<file path="config.mk">
export PLATFORM = sky130hd
export DESIGN_NAME = light_serialiser
export DESIGN_NICKNAME = d
export VERILOG_FILES = /design/src/rtl/light_serialiser.sv
export SDC_FILE = /design/constraint.sdc
export NUM_CORES = 1
export LEC_CHECK = 0
export CAP_MARGIN = 0
export CORE_UTILIZATION = 46
export CTS_CLUSTER_SIZE = 16
export DETAILED_ROUTE_END_ITERATION = 8
export HOLD_SLACK_MARGIN = 0.15
export PLACE_DENSITY = 0.76
export SLEW_MARGIN = 40
export SYNTH_ARGS = -nofsm -noshare
export SYNTH_HDL_FRONTEND = slang
export SYNTH_SLANG_ARGS = --single-unit
</file>
<file path="constraint.sdc">
create_clock -name clk -period 5.95 [get_ports clk]
set_input_delay 0.595 -clock clk [delete_from_list [all_inputs] [get_ports clk]]
set_output_delay 0.595 -clock clk [all_outputs]
set_load 0.01 [all_outputs]
</file>
<file path="src/rtl/light_serialiser.sv">
// light_serialiser: captures a 24-bit colour word on request and shifts it out
// MSB first as a pulse-width-coded single-wire LED data stream, then holds the
// line low for a latch gap and pulses done.
module light_serialiser #(
    parameter int unsigned BIT_CYCLES = 10,
    parameter int unsigned T0H        = 3,
    parameter int unsigned T1H        = 7,
    parameter int unsigned RST_CYCLES = 50
) (
    input  logic        clk,
    input  logic        rst,
    input  logic [23:0] light,
    input  logic        send,
    output logic        dout,
    output logic        busy,
    output logic        done
);

    localparam int unsigned WORD_W  = 24;
    localparam int unsigned IDX_W   = 5;
    localparam int unsigned CNT_MAX = (BIT_CYCLES > RST_CYCLES) ? BIT_CYCLES : RST_CYCLES;
    localparam int unsigned CNT_W   = (CNT_MAX > 1) ? $clog2(CNT_MAX) : 1;

    typedef enum logic [1:0] {
        S_IDLE  = 2'd0,
        S_BIT   = 2'd1,
        S_LATCH = 2'd2
    } state_e;

    state_e              state_q, state_d;
    logic [WORD_W-1:0]   shift_q, shift_d;
    logic [IDX_W-1:0]    idx_q,   idx_d;
    logic [CNT_W-1:0]    cnt_q,   cnt_d;
    logic                dout_q,  dout_d;
    logic                busy_q,  busy_d;
    logic                done_q,  done_d;
    logic [CNT_W-1:0]    high_time_c;

    // High time of the bit currently on the wire, selected by the shift MSB
    always_comb begin
        high_time_c = shift_q[WORD_W-1] ? CNT_W'(T1H) : CNT_W'(T0H);
    end

    // Next-state and registered-output logic
    always_comb begin
        state_d = state_q;
        shift_d = shift_q;
        idx_d   = idx_q;
        cnt_d   = cnt_q;
        dout_d  = 1'b0;
        busy_d  = busy_q;
        done_d  = 1'b0;

        unique case (state_q)
            S_IDLE: begin
                busy_d = 1'b0;
                if (send) begin
                    shift_d = light;
                    idx_d   = '0;
                    cnt_d   = '0;
                    dout_d  = 1'b1;
                    busy_d  = 1'b1;
                    state_d = S_BIT;
                end
            end
            S_BIT: begin
                busy_d = 1'b1;
                if (cnt_q == CNT_W'(BIT_CYCLES - 1)) begin
                    cnt_d   = '0;
                    shift_d = {shift_q[WORD_W-2:0], 1'b0};
                    if (idx_q == IDX_W'(WORD_W - 1)) begin
                        idx_d   = '0;
                        dout_d  = 1'b0;
                        state_d = S_LATCH;
                    end else begin
                        // every bit starts high since both high times are >= 1
                        idx_d  = idx_q + IDX_W'(1);
                        dout_d = 1'b1;
                    end
                end else begin
                    cnt_d  = cnt_q + CNT_W'(1);
                    dout_d = (cnt_d < high_time_c);
                end
            end
            S_LATCH: begin
                busy_d = 1'b1;
                if (cnt_q == CNT_W'(RST_CYCLES - 1)) begin
                    cnt_d   = '0;
                    busy_d  = 1'b0;
                    done_d  = 1'b1;
                    state_d = S_IDLE;
                end else begin
                    cnt_d = cnt_q + CNT_W'(1);
                end
            end
            default: begin
                busy_d  = 1'b0;
                state_d = S_IDLE;
            end
        endcase
    end

    // State and output registers with synchronous active-low reset
    always_ff @(posedge clk) begin
        if (!rst) begin
            state_q <= S_IDLE;
            shift_q <= '0;
            idx_q   <= '0;
            cnt_q   <= '0;
            dout_q  <= 1'b0;
            busy_q  <= 1'b0;
            done_q  <= 1'b0;
        end else begin
            state_q <= state_d;
            shift_q <= shift_d;
            idx_q   <= idx_d;
            cnt_q   <= cnt_d;
            dout_q  <= dout_d;
            busy_q  <= busy_d;
            done_q  <= done_d;
        end
    end

    assign dout = dout_q;
    assign busy = busy_q;
    assign done = done_q;

endmodule

</file>
After elaboration in Yosys (flattened, before gate mapping). Index checks and enable logic that the tools add are counted.

Flip-flop bits (word level): 40. ROM bits: 0. Memories: 0. Bits in latches: 0. Bits of input ports: 27. Memory bits (writable): 0.

Divide/modulo/power cells: 0. Eq/ne operators: 9. $lt $le $gt $ge: 1. Reductions and logical operators: 7. Multiplexer cells: 24. Add/subtract/negate cells: 2. Bitwise operators: 0. Shift-type cells: 0. Multipliers: 0.

Operators by type and width (number): two-way mux 24 bit (2); one-hot mux 24 bit (2 select lines) (1); two-way mux 6 bit (3); one-hot mux 6 bit (3 select lines) (1); two-way mux 5 bit (3); one-hot mux 5 bit (2 select lines) (1); two-way mux 2 bit (4); inequality test 2 bit, second input constant (4); adder 6 x 1 -> 6 bit, second input constant (1); equality test 6 x 4 -> 1 bit, second input constant (1); equality test 6 bit, second input constant (1); < comparator 6 x 3 -> 1 bit (1); one-hot mux 2 bit (3 select lines) (1); adder 5 x 1 -> 5 bit, second input constant (1); equality test 5 bit, second input constant (1); two-way mux 1 bit (5); AND reduction 2 bit (2); AND reduction 4 bit (1); two-way mux 3 bit (1); one-hot mux 1 bit (3 select lines) (1); AND reduction 3 bit (1); nonzero test 3 bit (1); equality test 2 x 1 -> 1 bit, second input constant (1); equality test 2 bit, second input constant (1); 3 further kinds (3).

Longest topological paths before layout.
Depth in word-level cells: 4. Depth in mapped cells: 8. Gate-level depth less buffers: 6.

Worst setup path after synthesis. OpenSTA, ideal clock, no wires.

Path type: register to register. Start point: register state_q[0]. End point: register shift_q[16]. Path slack: 4.047 ns. Required time: 5.864 ns. Stages on the path, launching flop included: 8. Arrival time: 1.818 ns. Buffers on the path: 1. Cell sequence: dfxtp_1 > inv_1 > ha_1 > nor2b_1 > nor2_1 > clkbuf_1 > a21oi_1 > a211oi_1.

Word-level cells in the longest chain between the ends: 3. Elaborated cells between the ends (all ways): 7. Classes of those cells: 3 x eq/ne; 1 x mux; 3 x reduce/logical.

RTL lines: from (decl) (RTL line 30) `state_e state_q, state_d;`; from (signal assigned) (RTL line 114) `state_q <= state_d;`; equality test 2 x 1 -> 1 bit or logical NOT 2 bit (tied branches) (RTL line 54) `unique case (state_q)`; inequality test 2 bit (no line) or nonzero test 2 bit (tied branches); AND reduction 3 bit (no line); to (signal assigned) (RTL line 115) `shift_q <= shift_d;`; to (decl) (RTL line 31) `logic [WORD_W-1:0] shift_q, shift_d;`.

Parallel ways exist; a longest one is shown, timed or not. A chain may end at the register's enable or synchronous reset.

Worst setup path in the final report.
Start point: register state_q[0]. End point: register shift_q[20].

The elaborated chain is that of the path after synthesis.

==> reports/results.md <==
| Parameter | This run |
| --- | --- |
| Status | finished clean |
| Number of top-level pins | 30 |
| Library cell contributing the largest single delay on the critical path | nor2_4 |
| Largest fanout of any net on the critical path | 37 |
| Start point of the worst hold path | idx_q[0] |
| Net count after synthesis | 265 |
| R2R setup slack | 3670 ps |
| Cell taking the most area after synthesis | dfxtp_1 |
| Final estimated routing congestion in global placement | 0.825 |
| TritonCTS clock tree | built |
| Part of the power in the clock network | 21.2% |
| Sequential fraction of design power | 36.2% |
| Antenna Violating Nets Remaining | 0 |
| Asr flop ratio synth | 0% |
| Post-synth top area share | 37.9% |
| Startpoint of the most critical register-to-register path | state_q[0] |
| DIE HEIGHT | 69.8 um |
| Post-Place Cell Area | 2410 um2 |
| Initial DRC Count | 107 |
| Area of the multi-input gates | 1210 um2 |
| Power Density | 418 nW/um2 |
| Proportion of synthesized chip area in sequential cells | 37.9% |
| Total track usage | 19.1% |
| Synthesis-to-layout area growth | 19.1% |
| Avg WL per Cell | 14.3 um |
| Combinational share of power | 42.6% |
| Top post-synthesis cells by area | dfxtp_1, mux2i_1, a211oi_1 |
| Actual slew at the worst max-slew pin | 756 ps |
| Cell area after synthesis | 2110 um2 |
| Endpoints failing setup | 0 |
| Cell family with the largest share of critical-path delay | simple AND/OR/NAND/NOR gates |
| Cell-by-cell listing of the critical path | ha_4, o21ai_0, nor2_4, a211oi_1 |
| Max-capacitance violation count | 0 |
| Die ar. | 4870 um2 |
| Post-CTS setup buffers | 0 |
| Grt ovf | 0 |
| Critical path capture point type | flip-flop |
| Fin area | 2520 um2 |
| Total of cells resized after clock tree synthesis | 0 |
| Number of cells traversed by the worst register-to-register path | 4 |
| Per-cell via count in the routed design | 5.86 |
| Hold_ws | 499 ps |
| Required time reported for the critical path endpoint | 6100 ps |
| Post-Route Setup TNS | 0 ps |
| Number of buffer and inverter stages on the critical path | 0 |
| Final standard cell count with taps included and fillers excluded | 303 |
| Clock Skew | 9.59 ps |
| Dpl cells | 295 |
| Pin count of the biggest net entering global routing | 38 |
| Port-buffer cells | 29 |
| Setup repair after global routing missed its margin | false |
| Yosys warning total | 0 |
| Count of filler cells inserted in the layout | 379 |
| CP Data Arrival Time | 2430 ps |
| Unique masters post-synth | 42 |
| Most frequently used flop master after synthesis | dfxtp_1 |
| Flip-flop and latch count after synthesis | 40 |
| Floorplan core area | 4380 um2 |
| Static leakage | 0.877 nW |
| Initial core utilization | 48.2% |
| Via count of the first global-routing pass | 1,624 |
| Final cycle utilization of the critical path | 38.3% |
| Internal power consumption | 653 uW |
| Clock-pin transition on the worst setup and hold timing paths | 80 ps |
| Launching element type of the critical path | flip-flop |
| Antenna diode instance count | 0 |
| Clock period minus worst slack | 2280 ps |
| Number of enable flip-flop cells after synthesis | 0 |
| Number of instances on the worst hold path | 2 |
| Detailed-route via count | 1,776 |
| End of the worst register-to-register path | shift_q[20] |
| Hold buffer count at cts | 0 |
| Wire length of the first global-routing pass | 7.42 mm |
| Combined flip-flop and latch cell area | 801 um2 |
| X dimension of the die | 69.8 um |
| Headroom to the max-slew limit | 49.1% |
| Max Root-Sink Buffers | 2 |
| TritonCTS Buffers | 5 |
| Number of cells produced by synthesis | 228 |
| Total wirelength of the detailed-routed design | 4.34 mm |
| Worst voltage drop across the vdd grid | 216 uV |
| Final Net Count | 287 |
| Max Transition Viols Final | 0 |
| Sink Count | 40 |
| Antenna violations before repair | 0 |
| Cell row count | 24 |
| Switch Pwr | 399 uW |
| Number of levels in the clock H-tree | 2 |
| Highest cell delay on the worst timing path | 570 ps |
| Number of remaining DRC errors | 0 |
| Ratio of cells with drive above 1 in the final layout | 8.37% |
| Worst setup path category | reg2reg |
| 1st-pass router iterations | 4 |
| Final Hold Viols | 0 |
| Hold WC Path Type | reg2reg |
| Library cell used as clock root buffer | clkbuf_8 |
| Worst setup path start | state_q[0] |
| Net switching share of the total power | 37.9% |
| Timing-limited maximum frequency | 439 MHz |
| Synthesized area per cell | 9.27 um2 |
| Worst-skew pair later-pin latency | 300 ps |
| Placed wire-length estimate after detailed placement | 2.84 mm |
| Hold-critical path endpoint | idx_q[0] |
==> cell usage after synthesis (3+ instances only) <==
cell and number:
dfxtp_1 40, a21oi_1 27, a211oi_1 25, mux2i_1 25
nand2_1 21, ha_1 10, o21ai_0 10, clkbuf_1 7
inv_1 6, buf_2 5, nor2_1 5, a31oi_1 3
nand3_1 3, nand4_1 3
==> power groups by stage <==
stage	Clock, mW	Combinational, mW	Sequential [mW]
floorplan	0	0.352	0.377
global placement	0	0.435	0.383
detailed placement	0	0.446	0.386
CTS	0.228	0.449	0.380
global route	0.238	0.494	0.390
finish	0.223	0.448	0.381
==> cells by family (layout without fill, tap and decap cells) <==
group,count (synthesis),count (layout),synth area share (%)
AO/OA/AOI/OAI,79,79,25.5
AND/OR/NAND/NOR,47,47,11.5
flip-flops,40,40,37.9
multiplexers,25,25,11.8
buffers and inverters,23,46,5.74
adder cells (fa/ha/maj),10,10,5.92
XOR/XNOR,4,4,1.66
==> final cells by class <==
type / count / share of cell area (%)
clock buffer: 5 / 2.73
clock inverter: 3 / 1.69
inverter: 7 / 1.04
multi-input combinational: 165 / 48.0
sequential: 40 / 31.8
tap: 52 / 2.58
timing repair buffer: 31 / 12.1
==> sequential cells by signal, summed over array words and instances (netlist names) <==
name / flops
shift_q: 24
cnt_q: 6
idx_q: 5
state_q: 2
busy: 1
done: 1
dout: 1
==> per-layer routing <==
| metal | up-vias | part of all wire (%) | routed length (um) | global-route usage (%) |
|---|---|---|---|---|
| met5 | - | 0 | 0 | 0 |
| met4 | 0 | 1.4 | 61 | 8.00 |
| met3 | 6 | 4.1 | 176 | 3.49 |
| met2 | 43 | 46 | 1980 | 29.7 |
| met1 | 830 | 49 | 2130 | 26.0 |
| li1 | 897 | - | - | - |
==> how the worst max path moves through the flow <==
stage / cells after the start / slack (ps) / to
after floorplan: 7 / 4050 / shift_q[16]
after detailed placement: 4 / 3480 / dout
after CTS: 4 / 3700 / shift_q[20]
final: 4 / 3670 / shift_q[20]
after global placement: 4 / 3040 / idx_q[0]
after global routing: 5 / 3460 / shift_q[7]
==> metrics by stage <==
stage	setup slack, ps	util, %	total power, mW
CTS	3700	57.4	1.06
global route	3460	57.4	1.12
global placement	3040	54.6	0.818
floorplan	4050	-	0.730
detailed placement	3480	54.9	0.832
finish	3670	57.4	1.05
==> cell usage in the layout (no fill, tap or decap), drive strengths merged <==
cell type / count
nand4: 3
o31ai: 1
or4: 2
buf: 2
or4b: 1
mux2i: 25
clkinv: 1
xnor2: 2
a32o: 2
nor2b: 2
nand2: 21
a2111o: 2
nor3: 2
o21a: 2
xor2: 2
o21ai: 10
nand2b: 2
a31oi: 3
nand3b: 2
a211oi: 25
nor4: 1
a2111oi: 1
bufinv: 1
o41a: 1
nand3: 3
and3: 1
dfxtp: 40
ha: 10
o41ai: 1
nor2: 6
clkbuf: 5
a221o: 1
o211ai: 1
inv: 7
clkdlybuf4s50: 29
a21oi: 27
clkinvlp: 1
or2b: 1
a31o: 2
==> worst min-delay path, cell delays in order (launching register included) <==
cell     delay, ps
dfxtp_1        340
nand2_1         60
o21ai_0         60
Note: power is estimated with default switching activity, not from simulation.
